===== config.mk =====
export PLATFORM = sky130hd
export DESIGN_NAME = store_write_buffer
export DESIGN_NICKNAME = d
export VERILOG_FILES = /design/src/rtl/store_write_buffer.sv
export SDC_FILE = /design/constraint.sdc
export NUM_CORES = 1
export LEC_CHECK = 0
export CAP_MARGIN = 30
export CORE_MARGIN = 5
export CORE_UTILIZATION = 25
export DETAILED_ROUTE_END_ITERATION = 10
export PLACE_DENSITY = 0.5
export RECOVER_POWER = 100
export SETUP_SLACK_MARGIN = 0.3
export SLEW_MARGIN = 0
export SYNTH_ARGS = -nofsm -noshare
export SYNTH_HDL_FRONTEND = slang
export SYNTH_SLANG_ARGS = --single-unit

===== constraint.sdc =====
create_clock -name Clk -period 4.05 [get_ports Clk]
set_clock_uncertainty 0.15 [all_clocks]
set_input_delay 0.81 -clock Clk [delete_from_list [all_inputs] [get_ports Clk]]
set_output_delay 0.81 -clock Clk [all_outputs]
set_load 0.03 [all_outputs]

===== src/rtl/store_write_buffer.sv =====
// ---------------------------------------------------------------------------
// store_write_buffer
//
// Purpose:
//    Store buffer sitting between the MEM-stage memory request and DataMemory.
//    Stores are queued in a small circular FIFO and written to DataMemory in
//    the background, each write holding the memory port for DRAIN_CYCLES
//    cycles. Loads take priority over draining. When the buffer cannot take
//    a store (or, without forwarding, cannot serve a load), Stall is raised
//    so the hazard logic holds the request.
//
// Optional feature (macro STORE_FORWARD_EN):
//    Defined     - loads search the buffer (newest matching entry wins) and a
//                  hit is answered from the buffer in the same cycle; misses
//                  go to DataMemory while draining pauses.
//    Not defined - no address comparators; any load while the buffer holds
//                  entries stalls until the buffer is empty, and draining
//                  carries on underneath the stalled load.
//
// Parameters:
//    DEPTH         number of buffered stores (power of 2, >= 2)
//    DRAIN_CYCLES  cycles DmMemWrite is held per drained entry (>= 1)
//
// Ports:
//    Clk          in   system clock, rising edge
//    Reset        in   synchronous active-high reset
//    Address      in   [31:0] CPU byte address (word aligned, [1:0] ignored)
//    WriteData    in   [31:0] CPU store data
//    MemWrite     in   CPU store request
//    MemRead      in   CPU load request
//    ReadData     out  [31:0] load result (0 when no load is served)
//    Stall        out  CPU must hold its request and retry
//    Empty        out  buffer holds no entries
//    DmAddress    out  [31:0] DataMemory address
//    DmWriteData  out  [31:0] DataMemory write data
//    DmMemWrite   out  DataMemory write enable
//    DmMemRead    out  DataMemory read enable
//    DmReadData   in   [31:0] combinational DataMemory read data
// ---------------------------------------------------------------------------
module store_write_buffer #(
   parameter int DEPTH        = 4,
   parameter int DRAIN_CYCLES = 2
) (
   input  logic        Clk,
   input  logic        Reset,
   input  logic [31:0] Address,
   input  logic [31:0] WriteData,
   input  logic        MemWrite,
   input  logic        MemRead,
   output logic [31:0] ReadData,
   output logic        Stall,
   output logic        Empty,
   output logic [31:0] DmAddress,
   output logic [31:0] DmWriteData,
   output logic        DmMemWrite,
   output logic        DmMemRead,
   input  logic [31:0] DmReadData
);

   localparam int PW = $clog2(DEPTH);
   localparam int CW = (DRAIN_CYCLES > 1) ? $clog2(DRAIN_CYCLES) : 1;

   typedef enum logic {
      IDLE,
      DRAIN
   } drainState_e;

   drainState_e   state_q, state_d;
   logic [PW:0]   count_q, count_d;
   logic [PW-1:0] rdPtr_q, rdPtr_d;
   logic [PW-1:0] wrPtr_q, wrPtr_d;
   logic [CW-1:0] drainCnt_q, drainCnt_d;

   // Word address and data of every slot; validity is implied by the
   // pointers and count, so the storage itself needs no reset.
   logic [29:0]   entryAddr_q [DEPTH];
   logic [31:0]   entryData_q [DEPTH];

   logic          isStore;
   logic          isLoad;
   logic          loadService;
   logic          loadStall;
   logic          headWrite;
   logic          retire;
   logic          storeAccept;

   // A simultaneous store+load is treated as a store; the load is dropped.
   assign isStore = MemWrite;
   assign isLoad  = MemRead & ~MemWrite;

`ifdef STORE_FORWARD_EN
   logic          fwdHit;
   logic [31:0]   fwdData;

   // Walk the valid entries from oldest to newest so the last match, which
   // is the youngest store to that word, is the one forwarded.
   always_comb begin
      fwdHit  = 1'b0;
      fwdData = '0;
      for (int i = 0; i < DEPTH; i++) begin
         if (((PW+1)'(i) < count_q) &&
             (entryAddr_q[rdPtr_q + PW'(i)] == Address[31:2])) begin
            fwdHit  = 1'b1;
            fwdData = entryData_q[rdPtr_q + PW'(i)];
         end
      end
   end

   assign loadService = isLoad;
   assign loadStall   = 1'b0;
`else
   // Without comparators a load can only be trusted once every older store
   // has reached DataMemory.
   assign loadService = isLoad & (count_q == '0);
   assign loadStall   = isLoad & (count_q != '0);
`endif

   // Drain FSM. The IDLE cycle that finds work already drives the head
   // write and counts as drain cycle 0, so entering DRAIN costs no bubble.
   // A load being served owns the memory port, freezing state and counter.
   always_comb begin
      state_d    = state_q;
      drainCnt_d = drainCnt_q;
      headWrite  = 1'b0;
      retire     = 1'b0;

      unique case (state_q)
         IDLE: begin
            if ((count_q != '0) && !loadService) begin
               headWrite = 1'b1;
            end
         end
         DRAIN: begin
            if (!loadService) begin
               headWrite = 1'b1;
            end
         end
      endcase

      if (headWrite) begin
         if (drainCnt_q == CW'(DRAIN_CYCLES - 1)) begin
            retire     = 1'b1;
            drainCnt_d = '0;
            state_d    = (count_q == (PW+1)'(1)) ? IDLE : DRAIN;
         end else begin
            drainCnt_d = drainCnt_q + CW'(1);
            state_d    = DRAIN;
         end
      end
   end

   // A full buffer still takes a store when the head leaves on the same
   // edge; the new tail then reuses the slot the head just vacated.
   always_comb begin
      storeAccept = isStore & ((count_q != (PW+1)'(DEPTH)) | retire);

      wrPtr_d = wrPtr_q;
      rdPtr_d = rdPtr_q;
      count_d = count_q;

      if (storeAccept) begin
         wrPtr_d = wrPtr_q + PW'(1);
      end
      if (retire) begin
         rdPtr_d = rdPtr_q + PW'(1);
      end

      unique case ({storeAccept, retire})
         2'b10:   count_d = count_q + (PW+1)'(1);
         2'b01:   count_d = count_q - (PW+1)'(1);
         default: count_d = count_q;
      endcase
   end

   // Control and pointer registers.
   always_ff @(posedge Clk) begin
      if (Reset) begin
         state_q    <= IDLE;
         count_q    <= '0;
         rdPtr_q    <= '0;
         wrPtr_q    <= '0;
         drainCnt_q <= '0;
      end else begin
         state_q    <= state_d;
         count_q    <= count_d;
         rdPtr_q    <= rdPtr_d;
         wrPtr_q    <= wrPtr_d;
         drainCnt_q <= drainCnt_d;
      end
   end

   // Entry storage, written at the tail when a store is accepted.
   always_ff @(posedge Clk) begin
      if (storeAccept) begin
         entryAddr_q[wrPtr_q] <= Address[31:2];
         entryData_q[wrPtr_q] <= WriteData;
      end
   end

   // Memory-port and CPU-facing outputs. Everything is held quiet while
   // Reset is high so a drain interrupted by reset never completes a write.
   always_comb begin
      ReadData    = '0;
      DmAddress   = '0;
      DmWriteData = '0;
      DmMemWrite  = 1'b0;
      DmMemRead   = 1'b0;

      if (!Reset) begin
         if (headWrite) begin
            DmMemWrite  = 1'b1;
            DmAddress   = {entryAddr_q[rdPtr_q], 2'b00};
            DmWriteData = entryData_q[rdPtr_q];
         end
         if (loadService) begin
`ifdef STORE_FORWARD_EN
            if (fwdHit) begin
               ReadData = fwdData;
            end else begin
               DmMemRead = 1'b1;
               DmAddress = Address;
               ReadData  = DmReadData;
            end
`else
            DmMemRead = 1'b1;
            DmAddress = Address;
            ReadData  = DmReadData;
`endif
         end
      end
   end

   assign Stall = ~Reset & ((isStore & ~storeAccept) | loadStall);
   assign Empty = (count_q == '0);

endmodule


# After elaboration in Yosys (flattened, before gate mapping)
# Memories as Yosys holds them, arrays and structs flattened. A register that Yosys moved wholly into a read port is not among the register bits.
# Index checks and enable logic that the tools add are counted.
# word_totals
reg_bits	9
latchBits	0
ram_bits	248
romBits	0
in_bits	100
out_inout_bits	100
elab_cells	59
mem_count	2
# mem_list
memory	depth	width	read_ports	rd_clocked_by_memory_dff	write_ports	line	source
entryData_q	4	32	1	1	1	77	logic [31:0] entryData_q [DEPTH];
entryAddr_q	4	30	1	1	1	76	logic [29:0] entryAddr_q [DEPTH];
# op_classes
n_addsub	5
mul	0
div_mod_pow	0
magnitude_cmp	0
eq_ne	4
n_shift	0
muxes	26
n_bitwise	12
reduce_logical	5
# op_table
op	count
2-to-1 mux 32 bit	7
2-to-1 mux 1 bit	13
2-to-1 mux 2 bit	4
AND 1 bit	6
case mux 3 bit (2 select lines)	1
adder 2 x 1 -> 2 bit (second input constant)	2
inverter 1 bit	4
adder 3 x 1 -> 3 bit (second input constant)	1
== test 3 x 1 -> 1 bit (second input constant)	1
zero test 3 bit	1
inequality test 3 bit (second input constant)	1
nonzero test 3 bit	1
subtractor 3 x 1 -> 3 bit (second input constant)	1
== test 2 x 1 -> 1 bit (second input constant)	1
== test 2 bit (second input constant)	1
bitwise OR 1 bit	2
case mux 1 bit (2 select lines)	1
nonzero test 2 bit	1
adder 1 bit (second input constant)	1
logical AND 1 bit	1
zero test 1 bit	1

# Depth between registers and ports, before layout
# Gate-level depths: netlist (run 1).
# logic_depth
depth_word	14
ltp_mapped	9
mapped_depth_nobuf	9

# Worst setup path after synthesis (run 1)
# Ideal clock, no wire load.
# synth_path
kind	input -> register
startpoint	input port MemWrite
endpoint	memory entryAddr_q[1][0], enable pin
setup_time_ns	0.426
t_arrival_ns	2.661
t_required_ns	3.474
slack_ns	0.812
stages	3
n_path_buf	0
path_cell_list	inv_1 a31oi_2 and2_1
# synth_via
elab_chain_len	12
word_cells_on_any_way	13
classes_between	mux (6); bitwise (5); reduce/logical (2)
# synth_lines
item	line	source
start, declared	48	input logic MemWrite,
inverter 1 bit	89	assign isLoad = MemRead & ~MemWrite;
AND 1 bit	89	
AND 1 bit	114	assign loadService = isLoad & (count_q == '0);
zero test 1 bit	--	
logical AND 1 bit	129	if ((count_q != '0) && !loadService) begin
2-to-1 mux 1 bit	129	
case mux 1 bit (2 select lines)	127	unique case (state_q)
2-to-1 mux 1 bit	140	if (headWrite) begin
bitwise OR 1 bit	155	storeAccept = isStore & ((count_q != (PW+1)'(DEPTH)) | retire);
AND 1 bit (*)	155	
2-to-1 mux 1 bit (*)	194	if (storeAccept) begin
2-to-1 mux 1 bit (not written as such) (*)	195	entryAddr_q[wrPtr_q] <= Address[31:2];
end, declared	76	
# Every way passes the cells marked *; elsewhere a longest branch is shown, timed or not.

# Worst setup path after layout (run 1)
# layout_path
startpoint	input port MemWrite
endpoint	output port DmAddress[11]
# layout_via
elab_chain_len	10
word_cells_on_any_way	11
classes_between	mux (6); bitwise (3); reduce/logical (2)
# layout_lines
item	line	source
inverter 1 bit (*)	89	
AND 1 bit (*)	89	
AND 1 bit (*)	114	
zero test 1 bit	--	
logical AND 1 bit	129	
2-to-1 mux 1 bit	129	
case mux 1 bit (2 select lines)	127	
2-to-1 mux 32 bit	210	if (headWrite) begin
2-to-1 mux 32 bit (*)	215	if (loadService) begin
2-to-1 mux 32 bit (*)	209	if (!Reset) begin
end, declared	53	output logic [31:0] DmAddress,
# Marks and branches as above.

==> impl_results.md, run 1 <==
* Run status: finished, violations left
* Failing checks: capacitance limit, slew limit
* Critical Path Start: MemWrite
* Via density at 4.264
* Hold Path Cell Cnt at 2
* Total congestion overflow at 0
* Number of synthesized flops with an enable pin at 248
* CORE AREA at 41020 um^2
* Register Area at 7675 um^2
* Routed Antenna Nets at 0
* Layout cells sized above 1 at 21.51%
* Final min period at 3.801 ns
* Largest net degree at the start of global routing at 38
* Finished Layout Cells at 1286
* Vias in the first global route at 5907
* Initial core utilization at 25.43%
* Die Y at 214.3 um
* Yosys warnings at 0
* Leading area contributor after synthesis: edfxtp_1
* Tot GR Track Use at 10.12%
* First-pass GRT wire length at 36.67 mm
* # IOs at 200
* Post-synth cell types at 31
* Std-Cell Rows at 74
* Final nets at 840
* H-tree Lvls at 1
* Yosys top cell area share at 71.40%
* Post-place setup slack at 0.1795 ns
* CP Capture Type: output port
* Die ar. at 45910 um^2
* Cell count after synthesis at 501
* Inst Count DP at 1227
* IO Port Bufs at 199
* Max IR drop VDD at 0.0002774 V
* Via count at 5484
* Clock Tree Buf Depth at 3
* Drt pass-1 iters at 4
* R2R depth at 6
* Crit path max fanout at 17
* Final max-slew violation count at 88
* Synthesized cell area at 10430 um^2
* Critical path data arrival time at 2.84 ns
* P_leak at 0.004594 uW
* Sum of negative setup slack at 0 ns
* Max-cap viol count at 3
* Area contributors post-synth: edfxtp_1 (71%), mux4_2 (8.6%), mux4_1 (5.5%), and2_1 (4.2%), a22o_1 (2.5%)
* Primary FF master, synth: edfxtp_1
* Initial antenna violation count at 3
* Fin crit share at 93.86%
* Number of fill cells at 3971
* Die width at 214.3 um
* PwrDens at 585.4 nW/um^2
* Cts hold-fix bufs at 0
* RSZ-0062 raised after global routing: false
* Synth cell count leaders: edfxtp_1 (248), and2_1 (70), mux4_2 (40), a22o_1 (30), mux4_1 (22)
* Synth Register Bits at 259
* RePlAce Congestion at 0.6682
* Num CTS Buffers at 29
* Tot Pwr at 8039 uW
* Multi-input gate area at 2519 um^2
* Worst slew margin at -11.00%
* Most common cell in the netlist: edfxtp_1
* Fmax at 263.1 MHz
* CTS Root Buffer Type: clkbuf_16
* Worst hold-check path type: flip-flop to flip-flop
* Register area share after synthesis at 73.51%
* Routed wire length at 23.93 mm
* Startpoint of the worst hold path: rdPtr_q[1]
* CTS tree: done
* CP Class: input pin to output port
* Worst path required time at 3.09 ns
* Synthesized Nets at 610
* Drt wl/cell at 18.61 um
* CTS sink cnt at 259
* DR iter-0 viols at 185
* DRC violations left at 0
* Worst-path clk slew at 0.06 ns
* Avg Synthesized Cell Area at 20.82 um^2
* Final setup viols at 0
* HPWL after DPL at 15.47 mm
* Async SR Flop Fraction at 0%
* Area growth, synth to finish at 31.66%
* Hold Vio Cnt, Final at 0
* Worst R2R Start: count_q[0]
* Worst Tran Pin Value at 1.664 ns
* Startpoint types: input pin
* Skew-Pair Late Insertion Delay at 0.54 ns
* Final worst slack at 0.2487 ns
-- registers in the layout (all words and copies together), names as in the netlist, named ones only --
name and flops:
entryData_q 128, entryAddr_q 120, count_q 3, rdPtr_q 2, wrPtr_q 2, drainCnt_q 1, state_q 1
-- worst max-delay path, cell delays in order --
cell             delay, ns
clkdlybuf4s50_1       0.43
nand2b_1              0.21
a21oi_1               0.44
nor2_4                0.08
buf_12                0.16
buf_4                 0.14
buf_4                 0.18
a22o_1                0.19
clkbuf_2              0.19
-- repair_timing --
item                                    CTS  global route
setup buffers                             2             3
pin swaps                                 1             1
resized for setup                         2             7
endpoints found under the setup margin    9            15
-- layer usage --
layer  part of all wire (%)  up-vias  wire length (um)  GRT usage [%]
met3                    6.0       31              1447          2.584
li1                       -     2511                 -              -
met5                  0.088        -                21              0
met1                     43     2763             10370          13.06
met4                    1.6        4               393          2.663
met2                     49      175             11700          17.07
-- path summary, 6_finish.rpt --
path | to | slack [ns]
setup reg to reg | entryAddr_q[0][12] | 0.52
hold reg to reg | flip-flop | 0.33
setup / recovery | DmAddress[11] | 0.25
hold / removal | flip-flop | 0.33
-- placed cells by master (no fill, tap or decap), drive strengths merged, types with 3 or more instances in the layout --
cell type,synthesis,layout
a21oi,6,6
a22o,30,30
and2,70,70
buf,18,60
bufinv,0,3
clkbuf,10,96
clkdlybuf4s50,0,36
clkinv,0,7
clkinvlp,0,3
dfxtp,11,11
dlygate4sd3,0,70
edfxtp,248,248
ha,9,9
inv,9,12
mux4,62,62
nor2,8,8
o21ai,3,3
or3,3,3
-- kinds of logic (layout without fill, tap and decap cells) --
family | count (synthesis) | in the layout | share of synthesized area [%]
compound gates | 42 | 42 | 3.335
mux | 64 | 64 | 14.37
other cells | 0 | 1 | 0
fa+ha+maj | 9 | 9 | 1.080
xor+xnor | 4 | 4 | 0.3360
buf+inv | 37 | 289 | 2.255
simple gates | 86 | 86 | 5.110
flops | 259 | 259 | 73.51
-- layout make-up --
cell class,instances,area share [%]
tap,532,4.847
timing repair buffer,227,13.93
multi-input combinational,205,18.34
clock buffer,37,5.503
antenna,1,0.01822
inverter,9,0.2460
clock inverter,16,1.221
sequential,259,55.89
-- through the flow --
step | hold WS (ns) | area [um^2] | utilization, %
final | 0.3322 | 13730 | 33.48
after detailed placement | 0.3156 | 13010 | 31.72
after global routing | 0.3650 | 13730 | 33.47
after CTS | 0.3340 | 13960 | 34.03
after global placement | 0.3155 | 13010 | 31.72
after floorplan | 0.3091 | 10430 | -
-- power by group --
part / switching [uW] / internal, uW / leakage [uW]
combinational: 1260 / 948 / 0.00179
clock: 1020 / 1510 / 0.000439
sequential: 121 / 3170 / 0.00237
(Power assumes the default switching activity.)
==> run 2: changes to the inputs <==
TNS_END_PERCENT = 5   (was default)
==> impl_results.md, run 2 (synthesis results as in run 1) <==
* Failing checks: capacitance limit, slew limit
* DR iter-0 viols at 176
* Post-layout util at 33.72%
* Std-Cell Rows at 74
* Via count at 5491
* Commonest non-fill, non-tap cell in the layout: edfxtp_1
* Hold Path Cell Cnt at 2
* Worst Tran Pin Value at 1.687 ns
* Crit path max fanout at 12
* Fmax at 259.8 MHz
* Initial core utilization at 25.43%
* Register Area at 7675 um^2
* Levels on crit path at 7
* Drt wl/cell at 18.60 um
* H-tree Lvls at 1
* CTS sink cnt at 259
* Initial antenna violation count at 3
* Layout cells sized above 1 at 22.71%
* Sequential share of power at 40.7%
* CORE AREA at 41020 um^2
* Run status: finished, violations left
* Total congestion overflow at 0
* Buffers & Inverters on Critical Path at 3
* Vias in the first global route at 5907
* Final max-slew violation count at 66
* PwrDens at 585.3 nW/um^2
* Worst path most repeated cell: dlygate4sd3_1
* Sum of negative setup slack at 0 ns
* Startpoint types: input pin
* Tot GR Track Use at 10.12%
* Largest net degree at the start of global routing at 38
* IO Port Bufs at 199
* Clock share of power at 31.3%
* Drt pass-1 iters at 6
* CP Capture Type: output port
* Via density at 4.270
* Worst slew margin at -12.55%
* Max reg flops at 128
* Die ar. at 45910 um^2
* Crit-path cells: dlygate4sd3_1, nand2b_1, a21oi_4, nor2_4, buf_12, and2_1, dlygate4sd3_1
* Post-place setup slack at 0.1795 ns
* Largest stage delay, worst path at 0.68 ns
* Final setup viols at 0
* RSZ-0062 raised after global routing: true
* Final min period at 3.849 ns
* # IOs at 200
* Die width at 214.3 um
* CTS Root Buffer Type: clkbuf_16
* Routed wire length at 23.92 mm
* DRC violations left at 0
* Routed Antenna Nets at 0
* R2R depth at 6
* Sw Ratio at 29.83%
* Multi-input gate area at 2530 um^2
* Critical path data arrival time at 2.89 ns
* Worst-path clk slew at 0.06 ns
* Final worst slack at 0.2008 ns
* Final nets at 840
* Family with the most delay on the worst path: buffers and inverters
* Die Y at 214.3 um
* HPWL after DPL at 15.47 mm
* Clock Tree Buf Depth at 3
* Area growth, synth to finish at 32.62%
* Max IR drop VDD at 0.0002776 V
* Max-cap viol count at 3
* CTS tree: done
* Net Sw Power at 2415 uW
* Most frequent cells in the layout: edfxtp_1 (248), dlygate4sd3_1 (67), buf_4 (65)
* Share of power burned in combinational logic at 28.0%
* Slowest-stage cell, CP: dlygate4sd3_1
* Internal power at 5680 uW
* Num CTS Buffers at 29
* First-pass GRT wire length at 36.67 mm
* Largest regs: entryData_q: 128 flops, entryAddr_q: 120 flops, count_q: 3 flops
* Hold Vio Cnt, Final at 0
* Worst hold-check path type: flip-flop to flip-flop
* Fin crit share at 95.04%
* Worst path required time at 3.09 ns
* RePlAce Congestion at 0.6682
* P_leak at 0.004635 uW
* Number of fill cells at 3941
* Reg2Reg Setup Slack at 0.51 ns
* Skew-Pair Late Insertion Delay at 0.54 ns
* CP Class: input pin to output port
* Top reg by flops: entryData_q
run 2: changes by cell type in the layout (fill, tap and decap cells not counted):
cell             delta
buf_4              +16
clkdlybuf4s50_1    +10
clkbuf_1           -14
dlygate4sd2_1       -1
a21oi_1             -1
a21oi_4             +1
clkbuf_2            -8
dlygate4sd3_1       -3
run 2: worst paths after layout:
check / from / end
worst min-delay path: rdPtr_q[1] / flip-flop
worst max register to register: count_q[0] / entryAddr_q[2][6]
worst min register to register: rdPtr_q[1] / flip-flop
worst max-delay path: MemWrite / DmWriteData[0]
run 2: power groups by stage:
stage	Clock, uW	Combinational (uW)	Sequential [uW]
4_1_cts	2630	2400	3310
6_report	2530	2260	3300
3_5_place_dp	0	2370	3360
2_1_floorplan	0	1560	3280
5_1_grt	2750	2430	3330
3_3_place_gp	0	2360	3360
run 2: cell type report:
type / count / area share [%]
Antenna cell: 1 / 0.01809
Clock buffer: 37 / 5.464
Clock inverter: 16 / 1.212
Inverter: 9 / 0.2442
Multi-Input combinational cell: 205 / 18.29
Sequential cell: 259 / 55.49
Tap cell: 532 / 4.812
Timing Repair Buffer: 227 / 14.47
run 2: per-layer routing:
layer / GRT usage, % / share of wire (%) / vias up
met5: 0 / 0.088 / -
met3: 2.584 / 6.0 / 31
met2: 17.07 / 49 / 175
met4: 2.663 / 1.6 / 4
li1: - / - / 2509
met1: 13.06 / 43 / 2772
run 2: through the flow:
stage,hold WS [ns],cells,cell area [um^2],total power (uW)
finish,0.3322,1286,13830,8096
global route,0.3650,1285,13830,8507
CTS,0.3340,1282,13960,8341
detailed placement,0.3156,1227,13010,5733
global placement,0.3155,1227,13010,5718
floorplan,0.3091,501,10430,4838
run 2: worst min-delay path: stages, from the launching register on:
cell	delay, ns
dfxtp_1	0.30
o21ai_0	0.06
a21oi_1	0.07
run 2: what timing repair did:
action,CTS,global route
resized for setup,1,1
gates cloned,0,0
setup buffers,2,3
endpoints found under the setup margin,9,16
hold buffers,0,0
pin swaps,1,1
